<file path="config.mk">
export PLATFORM = sky130hd
export DESIGN_NAME = passthrough_rr_arbiter_flat
export DESIGN_NICKNAME = d
export VERILOG_FILES = /design/src/rtl/passthrough_rr_arbiter_pkg.sv /design/src/rtl/passthrough_rr_arbiter_if.sv /design/src/rtl/passthrough_rr_arbiter_rr_picker.sv /design/src/rtl/passthrough_rr_arbiter.sv /design/src/flat_wrapper.sv
export SDC_FILE = /design/constraint.sdc
export NUM_CORES = 1
export LEC_CHECK = 0
export CORE_MARGIN = 2
export CORE_UTILIZATION = 43
export DETAILED_ROUTE_END_ITERATION = 8
export GPL_TIMING_DRIVEN = 0
export PLACE_DENSITY = 0.8
export SYNTH_ARGS = -nofsm -noshare
export SYNTH_HDL_FRONTEND = slang
export SYNTH_HIERARCHICAL = 1
export SYNTH_SLANG_ARGS = --single-unit
export TNS_END_PERCENT = 5
</file>
<file path="constraint.sdc">
create_clock -name clock -period 3.9 [get_ports clock]
set_clock_uncertainty 0.1 [all_clocks]
set_input_delay 0.78 -clock clock [delete_from_list [all_inputs] [get_ports clock]]
set_output_delay 0.78 -clock clock [all_outputs]
set_load 0.005 [all_outputs]
</file>
<file path="src/rtl/passthrough_rr_arbiter_pkg.sv">
// Shared constants and helpers for the round-robin pass-through arbiter.
// rr_pick returns the winning requester index, or -1 when nobody is requesting.
package passthrough_rr_arbiter_pkg;

  localparam int NUM_REQ_DEFAULT = 4;
  localparam int WIDTH_DEFAULT   = 10;

  typedef enum logic {
    EMPTY = 1'b0,
    FULL  = 1'b1
  } buf_state_e;

  function automatic int clog2(input int n);
    int r;
    r = 0;
    for (int v = n - 1; v > 0; v = v >> 1) begin
      r = r + 1;
    end
    return r;
  endfunction

  // Scan starts just after the previous winner and wraps modulo n.
  function automatic int rr_pick(input logic [7:0] req, input int last, input int n);
    int cand;
    int win;
    win = -1;
    for (int k = 1; k <= 8; k++) begin
      if (k <= n && win < 0) begin
        cand = last + k;
        if (cand >= n) begin
          cand = cand - n;
        end
        if (req[cand[2:0]]) begin
          win = cand;
        end
      end
    end
    return win;
  endfunction

endpackage

</file>
<file path="src/rtl/passthrough_rr_arbiter_if.sv">
// Handshake bundle between the requesters, the arbiter and the downstream stage.
interface passthrough_rr_arbiter_if
  import passthrough_rr_arbiter_pkg::*;
#(
  parameter int NUM_REQ = NUM_REQ_DEFAULT,
  parameter int WIDTH   = WIDTH_DEFAULT,
  parameter int SRC_W   = clog2(NUM_REQ)
);

  logic [NUM_REQ-1:0]       in_valid;
  logic [NUM_REQ*WIDTH-1:0] in_bits;
  logic [NUM_REQ-1:0]       in_ready;
  logic                     out_valid;
  logic                     out_ready;
  logic [WIDTH-1:0]         out_bits;
  logic [SRC_W-1:0]         out_src;

  modport master (
    output in_valid, in_bits, out_ready,
    input  in_ready, out_valid, out_bits, out_src
  );

  modport slave (
    input  in_valid, in_bits, out_ready,
    output in_ready, out_valid, out_bits, out_src
  );

endinterface

</file>
<file path="src/rtl/passthrough_rr_arbiter_rr_picker.sv">
// Combinational round-robin picker: one-hot grant plus index of the winner.
module rr_picker
  import passthrough_rr_arbiter_pkg::*;
#(
  parameter int NUM_REQ = NUM_REQ_DEFAULT,
  parameter int SRC_W   = clog2(NUM_REQ)
) (
  input  logic [NUM_REQ-1:0] req,
  input  logic [SRC_W-1:0]   last,
  input  logic               en,
  output logic [NUM_REQ-1:0] gnt,
  output logic [SRC_W-1:0]   idx,
  output logic               any
);

  logic [7:0] req_pad;
  int         pick;

  always_comb begin
    req_pad = '0;
    req_pad[NUM_REQ-1:0] = req;
    pick = rr_pick(req_pad, int'(last), NUM_REQ);
    any  = en && (pick >= 0);
    idx  = any ? SRC_W'(pick) : '0;
    gnt  = '0;
    if (any) begin
      gnt[idx] = 1'b1;
    end
  end

endmodule

</file>
<file path="src/rtl/passthrough_rr_arbiter.sv">
// Round-robin arbiter feeding a single registered output slot; a new word may
// be loaded in the same cycle the held word drains.
module passthrough_rr_arbiter
  import passthrough_rr_arbiter_pkg::*;
#(
  parameter int NUM_REQ = NUM_REQ_DEFAULT,
  parameter int WIDTH   = WIDTH_DEFAULT,
  parameter int SRC_W   = clog2(NUM_REQ)
) (
  input  logic                     clock,
  input  logic                     reset,
  passthrough_rr_arbiter_if.slave  io,
  output logic [15:0]              io_grant_cnt
);

  buf_state_e       state_q, state_d;
  logic [WIDTH-1:0] bits_q, bits_d;
  logic [SRC_W-1:0] src_q, src_d;
  logic [SRC_W-1:0] last_q, last_d;
  logic [15:0]      cnt_q, cnt_d;

  logic               can_load;
  logic [NUM_REQ-1:0] gnt;
  logic [SRC_W-1:0]   win;
  logic               win_any;

  // Grants are suppressed while reset is held so nothing transfers.
  assign can_load = ((state_q == EMPTY) || io.out_ready) && reset;

  rr_picker #(
    .NUM_REQ(NUM_REQ),
    .SRC_W  (SRC_W)
  ) u_picker (
    .req (io.in_valid),
    .last(last_q),
    .en  (can_load),
    .gnt (gnt),
    .idx (win),
    .any (win_any)
  );

  always_comb begin
    state_d = state_q;
    bits_d  = bits_q;
    src_d   = src_q;
    last_d  = last_q;
    cnt_d   = cnt_q;
    if (win_any) begin
      state_d = FULL;
      bits_d  = io.in_bits[win*WIDTH +: WIDTH];
      src_d   = win;
      last_d  = win;
      cnt_d   = cnt_q + 16'd1;
    end else if (state_q == FULL && io.out_ready) begin
      state_d = EMPTY;
    end
  end

  always_ff @(posedge clock) begin
    if (!reset) begin
      state_q <= EMPTY;
      bits_q  <= '0;
      src_q   <= '0;
      last_q  <= SRC_W'(NUM_REQ - 1);
      cnt_q   <= '0;
    end else begin
      state_q <= state_d;
      bits_q  <= bits_d;
      src_q   <= src_d;
      last_q  <= last_d;
      cnt_q   <= cnt_d;
    end
  end

  assign io.in_ready   = gnt;
  assign io.out_valid  = (state_q == FULL);
  assign io.out_bits   = bits_q;
  assign io.out_src    = src_q;
  assign io_grant_cnt  = cnt_q;

endmodule

</file>
<file path="src/flat_wrapper.sv">
// flat-port wrapper written by rule: the top's interface ports become plain ports
module passthrough_rr_arbiter_flat import passthrough_rr_arbiter_pkg::*;
#(
  parameter int NUM_REQ = NUM_REQ_DEFAULT,
  parameter int WIDTH   = WIDTH_DEFAULT,
  parameter int SRC_W   = clog2(NUM_REQ)
)
  (clock, reset, io_grant_cnt, io_in_valid, io_in_bits, io_out_ready, io_in_ready, io_out_valid, io_out_bits, io_out_src);
  passthrough_rr_arbiter_if #(.NUM_REQ(NUM_REQ), .WIDTH(WIDTH), .SRC_W(SRC_W)) io_i ();
  input  logic clock;
  input  logic reset;
  output logic [15:0] io_grant_cnt;
  input wire logic [$bits(io_i.in_valid)-1:0] io_in_valid;
  input wire logic [$bits(io_i.in_bits)-1:0] io_in_bits;
  input wire logic [$bits(io_i.out_ready)-1:0] io_out_ready;
  output wire logic [$bits(io_i.in_ready)-1:0] io_in_ready;
  output wire logic [$bits(io_i.out_valid)-1:0] io_out_valid;
  output wire logic [$bits(io_i.out_bits)-1:0] io_out_bits;
  output wire logic [$bits(io_i.out_src)-1:0] io_out_src;
  assign io_i.in_valid = io_in_valid;
  assign io_i.in_bits = io_in_bits;
  assign io_i.out_ready = io_out_ready;
  assign io_in_ready = io_i.in_ready;
  assign io_out_valid = io_i.out_valid;
  assign io_out_bits = io_i.out_bits;
  assign io_out_src = io_i.out_src;
  passthrough_rr_arbiter #(.NUM_REQ(NUM_REQ), .WIDTH(WIDTH), .SRC_W(SRC_W)) u_core (.clock(clock), .reset(reset), .io(io_i), .io_grant_cnt(io_grant_cnt));
endmodule
</file>
# After elaboration in Yosys (flattened, before gate mapping)
# Index checks and enable logic that the tools add are counted.
# W data, S select, Z words.
[classes]
n_reduce_logical = 6
bitwise = 1
n_lt_le_gt_ge = 14
n_mul = 1
shifts = 1
mux = 28
n_div = 0
eq_ne = 0
addsub = 9
[ops]
columns = ["op", "count"]
rows = [
  ["$mux W32", 14],
  ["$lt A32 B1 Y1 const B", 3],
  ["$shiftx A40 B7 Y10", 1],
  ["$ge A32 B1 Y1 const B", 1],
  ["$ge A32 B4 Y1 const B", 1],
  ["$sub A32 B4 Y32 const B", 1],
  ["$add A16 B1 Y16 const B", 1],
  ["$lt A3 B4 Y1 const B", 4],
  ["$bmux W1 S3", 4],
  ["$sub A3 B3 Y4 const B", 2],
  ["$mux W1", 7],
  ["$add A2 B2 Y3 const B", 2],
  ["$ge A3 B3 Y1 const B", 2],
  ["$mul A2 B3 Y5 const B", 1],
  ["$sub A4 B3 Y5 const B", 1],
  ["$add A2 B3 Y4 const B", 1],
  ["$ge A4 B3 Y1 const B", 1],
  ["$logic_and A1 B1 Y1", 4],
  ["$mux W4", 1],
  ["$add A2 B1 Y3 const B", 1],
  ["$lt A2 B3 Y1 const B", 1],
  ["$demux W1 S2", 1],
  ["$ge A2 B1 Y1 const B", 1],
  ["$mux W2", 1],
  ["3 further kinds", 3],
]
[totals]
n_memories = 0
ram_bits = 0
latch_bits = 0
input_bits = 47
romBits = 0
output_inout_bits = 33
word_cells = 65
ff_bits = 31

# Depth between registers and ports, before layout
# Gate-level depths: netlist (run 1).
[depth]
word_depth = 32
depth_mapped = 14

# Modules after synthesis
# Netlist (run 1), hierarchy kept.
[by_module_without_submodules]
columns = ["module", "n_inst", "cells_each", "seq_area_each_um2", "area_each_um2"]
rows = [
  ["passthrough_rr_arbiter", 1, 162, 620.6, 1547.7],
  ["rr_picker", 1, 45, 0.0, 410.4],
]

# Worst setup path before layout (run 1)
# Ideal clock, no wire load.
[synth_timing]
kind = "flip-flop to output port"
from = "register u_core.last_q[0]"
to = "output io_in_ready[0]"
setup_slack_ps = 757
path_stages_with_launch = 10
t_required_ps = 3020
arrival_time_ps = 2263
cell_sequence = "dfxtp_1 > buf_6 > inv_2 > ha_1 > buf_6 > mux2i_1 > or3_1 > o31ai_2 > mux2_4 > nor4_2"
[synth_via]
elab_chain_len = 20
word_cells_on_any_way = 46
cone_classes = "8 x add/sub; 10 x order compare; 26 x mux; 2 x reduce/logical"
[synth_rtl]
columns = ["element", "line_no", "text"]
rows = [
  ["start, declared", "passthrough_rr_arbiter.sv:19", "logic [SRC_W-1:0] last_q, last_d;"],
  ["start signal, assigned", "passthrough_rr_arbiter.sv:64", "last_q <= SRC_W'(NUM_REQ - 1);"],
  ["start signal, assigned", "passthrough_rr_arbiter.sv:70", "last_q <= last_d;"],
  ["$add A2 B1 Y3 / $add A2 B2 Y3 (equally long branches)", "passthrough_rr_arbiter_pkg.sv:29", "cand = last + k;"],
  ["$sub A32 B4 Y32 (tied with other cells)", "passthrough_rr_arbiter_pkg.sv:31", "cand = cand - n;"],
  ["$mux W32", "passthrough_rr_arbiter_pkg.sv:30", "if (cand >= n) begin"],
  ["$bmux W1 S3 / $mux W32 (equally long branches)", "passthrough_rr_arbiter_pkg.sv:33, passthrough_rr_arbiter_pkg.sv:28", ""],
  ["$mux W1 (implied by the code) / $bmux W1 S3 (equally long branches)", "passthrough_rr_arbiter_pkg.sv:33", "if (req[cand[2:0]]) begin"],
  ["$mux W32 / $mux W1 (equally long branches)", "passthrough_rr_arbiter_pkg.sv:33", ""],
  ["$lt A32 B1 Y1 / $mux W32 (equally long branches)", "passthrough_rr_arbiter_pkg.sv:28, passthrough_rr_arbiter_pkg.sv:33", ""],
  ["$mux W32", "passthrough_rr_arbiter_pkg.sv:28", "if (k <= n && win < 0) begin"],
  ["(+4 left out)", "n/a", ""],
  ["$ge A32 B1 Y1", "passthrough_rr_arbiter_rr_picker.sv:23", "any = en && (pick >= 0);"],
  ["$logic_and A1 B1 Y1", "passthrough_rr_arbiter_rr_picker.sv:23", ""],
  ["$mux W2", "passthrough_rr_arbiter_rr_picker.sv:24", "idx = any ? SRC_W'(pick) : '0;"],
  ["$lt A2 B3 Y1 (implied by the code) / $ge A2 B1 Y1 (equally long branches)", "passthrough_rr_arbiter_rr_picker.sv:27", "gnt[idx] = 1'b1;"],
  ["$logic_and A1 B1 Y1 (implied by the code)", "passthrough_rr_arbiter_rr_picker.sv:27", ""],
  ["$mux W1 (implied by the code)", "passthrough_rr_arbiter_rr_picker.sv:27", ""],
  ["$demux W1 S2", "passthrough_rr_arbiter_rr_picker.sv:27", ""],
  ["$mux W4 *", "passthrough_rr_arbiter_rr_picker.sv:26", "if (any) begin"],
  ["end, declared", "flat_wrapper.sv:16", "output wire logic [$bits(io_i.in_ready)-1:0] io_in_ready;"],
]
# Mark *: on every way between the ends. The rest lies on a longest branch, timed or not. The select of a mux whose other input is x is not followed.

# Worst setup path after layout (run 1)
[layout_timing]
from = "register u_core.last_q[0]"
to = "output io_in_ready[2]"
# Same word-level chain as after synthesis.

==> impl_metrics.py, run 1 <==
metrics = {
    "run_status": {
        "status": "finished clean",
    },
    "final_layout": {
        "multiInputGateArea_um2": 1271,
        "nets": 346,
        "stdcell_area_um2": 2938,
        "area_growth_pct": 50.03,
        "nFillCells": 361,
        "final_cell_mix": "72 x clkdlybuf4s50_1, 35 x nand2_1, 29 x dfxtp_1",
        "mostFrequentLayoutCell": "clkdlybuf4s50_1",
        "num_antenna_cells": 0,
        "drive_above_1_share_pct": 16.55,
        "seq_area_um2": 625.6,
    },
    "clock_network": {
        "htree_levels": 2,
        "cts_tree": "yes",
        "clock-sinks": 31,
        "clockRootBuffer": "clkbuf_8",
        "ctsHoldBuffers": 0,
        "clkTransAtPathRegs_ns": 0.07,
        "clockBufferDepth": 2,
        "clk_latency_ns": 0.29,
        "cts_inserted_buffers": 5,
    },
    "logic_synthesis": {
        "synthesis.nets": 258,
        "ys_async_sr_fraction_pct": 0,
        "synthFlopType": "dfxtp_1",
        "ys_ff_latch": 31,
        "ys_seq_area_share_pct": 31.69,
        "netlist_instances": 207,
        "avgSynthCellArea_um2": 9.460,
        "synth_area_um2": 1958,
        "ys_warn_count": 6,
        "synth.distinct_cells": 47,
        "synth_edf_count": 0,
    },
    "critical_path": {
        "worstPathCellList": "buf_8, inv_2, ha_1, buf_6, mux2i_1, or3_4, o31ai_4, mux2_4, and4b_1, clkdlybuf4s50_1",
        "r2r_start": "u_core/last_q[0]",
        "end_kind": "output port",
        "crit_slowest_cell": "or3_4",
        "startpoint": "u_core/last_q[0]",
        "critPathLaunchType": "flip-flop",
        "max_stage_delay_ns": 0.43,
        "path_max_fanout": 8,
        "regToRegSetupSlack_ns": 0.67,
        "endpoint": "io_in_ready[2]",
        "timing_worst_setup_path_type": "reg2out",
        "rr_worst_depth": 13,
        "arrival_ns": 2.93,
        "r2r_end": "u_core/io.out_bits[0]",
        "worst_ep_required_time_ns": 3.02,
    },
    "place": {
        "numPortBuffers": 78,
        "placed_area_um2": 2804,
        "gp_congestion": 0.7667,
        "hpwlAfterDp_um": 3727,
    },
    "pwr": {
        "power.density_nw_per_um2": 344.5,
        "combPwrFrac_pct": 38.8,
        "p_int_mw": 0.6946,
        "ir_drop_v": 0.0002193,
        "power.total_mw": 1.012,
        "clkPwrFrac_pct": 25.1,
        "p_sw_mw": 0.3174,
        "p_leak_nw": 1.198,
        "sw_frac_of_total_pct": 31.36,
        "pwr-share-seq_pct": 36.2,
    },
    "route": {
        "drt-total-wl_um": 5004,
        "viasPerCell": 5.466,
        "routedWlPerCell_um": 14.38,
        "first_iter_violations": 77,
        "vias": 1902,
        "detail_route.first_pass.iterations": 4,
        "post-route-drc-count": 0,
        "antenna_left": 0,
    },
    "global_route": {
        "grt_pass1_vias": 1810,
        "grt_pass1_wl_um": 8100,
        "grt.overflow.total": 0,
        "antenna_found_initial": 0,
        "grt_util_all_layers_pct": 20.44,
        "grt_max_degree": 12,
    },
    "timing": {
        "tightest_slew_ns": 0.5122,
        "finalSetupViolCount": 0,
        "fmax_mhz": 262.2,
        "max_slew_margin_pct": 65.85,
        "hold_viol": 0,
        "fin_crit_ns": 3.814,
        "finalCritPeriodShare_pct": 97.80,
        "rsz0062_at_grt": "false",
        "maxSlewViolCount": 0,
    },
    "worst_hold_path": {
        "hp-class": "reg2reg",
        "hp-start": "u_core/io.out_bits[3]",
    },
    "job": {
        "maxCapViolCount": 0,
    },
    "die": {
        "die_area_um2": 5109,
        "row_count": 24,
        "die_y_um": 71.48,
        "initial_core_util_pct": 44.66,
        "ios": 80,
        "core_area_um2": 4384,
        "die_width_um": 71.48,
    },
}
## per-stage QoR
stage	setup slack (ns)	utilization [%]	TNS, ns	std cells	hold slack (ns)
2_1_floorplan	0.7568	-	0	207	0.3603
5_1_grt	0.01738	67.01	0	348	0.3855
4_1_cts	0.02342	65.92	0	345	0.3729
6_report	0.08598	67.01	0	348	0.3709
3_5_place_dp	-0.1809	63.96	-0.5483	337	0.3614
3_3_place_gp	-0.1240	63.96	-0.3438	337	0.3578
## power by group through the flow
stage,registers [mW],clock network [mW],logic [mW]
after floorplan,0.371,0,0.227
after global placement,0.373,0,0.369
after detailed placement,0.374,0,0.375
after CTS,0.368,0.261,0.373
after global routing,0.370,0.275,0.425
final,0.366,0.254,0.392
## synthesized netlist by cell type, types with 2 or more instances
cell type	count	area share, %
xnor2_1	4	1.8
and2_1	12	3.8
buf_2	4	1.0
nand2_1	35	6.7
a21boi_1	2	0.77
nor3_1	5	1.3
a21boi_0	3	1.2
nor4_2	2	1.3
nor2_1	5	0.96
nor2b_1	2	0.64
a21oi_1	2	0.51
or3_1	4	1.3
buf_6	2	1.2
nand2b_1	3	0.96
clkbuf_1	6	1.2
mux4_2	11	13
nand4_1	7	2.2
or3b_2	2	0.89
xor2_1	6	2.7
inv_1	4	0.77
mux2i_1	9	4.6
ha_1	4	2.6
dfxtp_1	31	32
nand3_1	16	4.1
o21ai_0	4	1.0
## cells by family after synthesis
group | Yosys count | share of synthesized area [%]
AOI/OAI and AO/OA | 18 | 6.773
xor gates and xnor gates | 10 | 4.473
adders and majority gates | 4 | 2.556
buffers and inverters | 17 | 4.281
DFF | 31 | 31.69
muxes | 23 | 19.94
and+or+nand+nor | 104 | 30.29
## area by class of cell
| cell class | instances | area share [%] |
|---|---|---|
| plain buffers | 12 | 2.342 |
| inverters | 5 | 0.6388 |
| clock buffers | 5 | 2.342 |
| well taps | 52 | 2.215 |
| flip-flops and latches | 31 | 21.29 |
| multi-input cells | 159 | 43.27 |
| clock inverters | 3 | 0.6814 |
| repair buffers | 81 | 27.21 |
## worst max-delay path, delay by kind of cell (launching register included)
kind	cells	cell delay [ns]
AOI/OAI and AO/OA	1	0.09
adders and majority gates	1	0.31
buffers and inverters	4	0.74
DFF	1	0.37
muxes	2	0.49
and+or+nand+nor	2	0.63
## routing by layer
layer  share of wire (%)  routed length [um]  GRT usage (%)  up-vias
met5                   0                   0              0        -
met4                 1.0                  50          6.080        0
met3                 9.5                 473          8.720        6
met2                  49                2473          32.10       97
met1                  40                2007          25.67      879
li1                    -                   -              -      920
## worst min path at each step
stage / endpoint / slack [ns] / depth (start not counted)
floorplan: u_core/io_grant_cnt[15] / 0.36 / 2
global placement: u_core/io.out_bits[3] / 0.36 / 2
detailed placement: u_core/io.out_bits[3] / 0.36 / 2
CTS: u_core/io.out_bits[3] / 0.37 / 2
global route: u_core/io.out_bits[3] / 0.39 / 2
finish: u_core/io.out_bits[3] / 0.37 / 2
## registers in the layout, indices dropped and copies added, names as in the netlist
signal	count
u_core/io.out_bits	10
u_core/io.out_src	2
u_core/io_grant_cnt	16
u_core/io.out_valid	1
u_core/last_q	2
## timing repair
item                                    CTS  global route
pin swaps                                 0             1
setup buffers                             0             3
gates resized for setup                   7             6
endpoints found under the setup margin    4             2
Power figures use the tool's default switching activity.
==> run 2, diff against run 1 <==
CORE_MARGIN = default   (was 2)
RECOVER_POWER = 25   (was default)
==> impl_metrics.py, run 2 (same netlist as run 1, synthesis figures left out) <==
metrics = {
    "clock_network": {
        "htree_levels": 2,
        "clockRootBuffer": "clkbuf_8",
        "clk_latency_ns": 0.28,
        "ctsHoldBuffers": 0,
        "clock-sinks": 31,
        "cts_inserted_buffers": 5,
        "cts_tree": "yes",
        "clockBufferDepth": 2,
        "clkTransAtPathRegs_ns": 0.07,
    },
    "critical_path": {
        "critPathLaunchType": "flip-flop",
        "arrival_ns": 2.95,
        "r2r_end": "u_core/io.out_bits[5]",
        "regToRegSetupSlack_ns": 0.63,
        "timing_worst_setup_path_type": "reg2out",
        "r2r_start": "u_core/last_q[0]",
        "path_max_fanout": 10,
        "worst_ep_required_time_ns": 3.02,
        "rr_worst_depth": 13,
        "end_kind": "output port",
    },
    "timing": {
        "fmax_mhz": 261.1,
        "whs_ns": 0.3708,
        "hold_viol": 0,
        "tightest_slew_ns": 0.5410,
        "maxSlewViolCount": 0,
        "finalSetupViolCount": 0,
        "fin_crit_ns": 3.830,
        "finalCritPeriodShare_pct": 98.21,
        "max_slew_margin_pct": 63.93,
    },
    "place": {
        "placed_area_um2": 2804,
        "numPortBuffers": 78,
        "hpwlAfterDp_um": 3603,
        "dp_cells": 337,
        "gp_congestion": 0.8685,
    },
    "route": {
        "drt-total-wl_um": 4841,
        "detail_route.first_pass.iterations": 4,
        "antenna_left": 0,
        "viasPerCell": 5.402,
        "post-route-drc-count": 0,
        "first_iter_violations": 98,
        "routedWlPerCell_um": 13.99,
        "vias": 1869,
    },
    "pwr": {
        "sw_frac_of_total_pct": 28.26,
        "power.total_mw": 1.067,
        "ir_drop_v": 0.0002557,
        "power.density_nw_per_um2": 362.4,
        "p_sw_mw": 0.3014,
        "pwr-share-seq_pct": 34.1,
        "p_leak_nw": 1.247,
        "clkPwrFrac_pct": 30.5,
        "combPwrFrac_pct": 35.3,
        "p_int_mw": 0.7651,
    },
    "worst_hold_path": {
        "holdPathEnd": "u_core/io.out_bits[0]",
        "hp-start": "u_core/io.out_bits[0]",
        "hold_depth": 2,
        "hp-class": "reg2reg",
    },
    "final_layout": {
        "mostFrequentLayoutCell": "clkdlybuf4s50_1",
        "area_growth_pct": 50.29,
        "drive_above_1_share_pct": 15.65,
        "nets": 344,
        "nFillCells": 354,
        "final_cells": 346,
        "num_antenna_cells": 0,
        "stdcell_area_um2": 2943,
        "largest_reg_flops": 16,
        "final_cell_mix": "56 x clkdlybuf4s50_1, 35 x nand2_1, 30 x dfxtp_1",
        "final_util_pct": 67.59,
    },
    "run_status": {
        "status": "finished clean",
    },
    "global_route": {
        "grt.overflow.total": 0,
        "grt_util_all_layers_pct": 21.30,
        "antenna_found_initial": 0,
        "grt_pass1_vias": 1827,
        "grt_max_degree": 12,
        "grt_pass1_wl_um": 8280,
    },
    "die": {
        "die_width_um": 69.48,
        "ios": 80,
        "core_area_um2": 4354,
        "die_area_um2": 4827,
        "die_y_um": 69.48,
        "initial_core_util_pct": 44.97,
        "row_count": 24,
    },
    "job": {
        "maxCapViolCount": 0,
    },
}
-- run 2: cell types whose count changed in the layout (fill, tap and decap cells not counted), moves of 2 or more --
cell / delta
clkdlybuf4s50_1: -16
dlygate4sd3_1: +16
buf_4: -2
clkinvlp_4: -2
-- run 2: per-layer routing --
layer,vias to the layer above,GRT usage [%],wire length [um],share of wire [%]
met2,68,36.79,2380,49
met1,863,25.28,2013,42
met3,7,7.558,392,8.1
met5,-,0,0,0
met4,0,4.762,54,1.1
li1,931,-,-,-
-- run 2: power groups by stage --
| stage | sequential [mW] | clock, mW | combinational, mW |
|---|---|---|---|
| 2_1_floorplan | 0.371 | 0 | 0.227 |
| 3_3_place_gp | 0.373 | 0 | 0.370 |
| 3_5_place_dp | 0.373 | 0 | 0.375 |
| 4_1_cts | 0.366 | 0.331 | 0.373 |
| 5_1_grt | 0.369 | 0.343 | 0.411 |
| 6_report | 0.364 | 0.326 | 0.377 |
-- run 2: area by class of cell --
cell class | instances | area [um^2] | share of cell area (%)
repair buffers | 79 | 780.7 | 26.53
clock buffers | 6 | 82.58 | 2.806
flip-flops and latches | 31 | 624.3 | 21.22
clock inverters | 2 | 35.03 | 1.190
multi-input cells | 159 | 1271 | 43.20
well taps | 52 | 65.06 | 2.211
plain buffers | 12 | 65.06 | 2.211
inverters | 5 | 18.77 | 0.6378
-- run 2: critical path, cell delays in order, from the launching register on --
cell and delay, ns:
dfxtp_4 0.37, buf_6 0.14, inv_2 0.07, ha_1 0.30, buf_6 0.15, mux2i_1 0.13
or3_4 0.41, o31ai_4 0.09, mux2_4 0.36, and3b_2 0.20, clkdlybuf4s50_1 0.44
-- run 2: timing repair --
| item | in CTS | in global routing |
|---|---|---|
| resized for setup | 8 | 3 |
| setup buffers | 0 | 1 |
| setup endpoints to repair | 4 | 2 |
-- run 2: how the worst max path moves through the flow --
stage,from,slack [ns],end
3_3_place_gp,io_in_valid[3],-0.14,io_in_ready[0]
2_1_floorplan,u_core/last_q[0],0.76,io_in_ready[0]
4_1_cts,u_core/last_q[0],0.07,io_in_ready[3]
3_5_place_dp,io_in_valid[3],-0.15,io_in_ready[0]
5_1_grt,u_core/last_q[0],-0.02,io_in_ready[2]
6_report,u_core/last_q[0],0.07,io_in_ready[3]
-- run 2: stage by stage --
stage / setup WS, ns / TNS (ns)
global placement: -0.1406 / -0.3721
detailed placement: -0.1458 / -0.3596
CTS: 0.06572 / 0
global route: -0.01595 / -0.02585
floorplan: 0.7568 / 0
finish: 0.06992 / 0
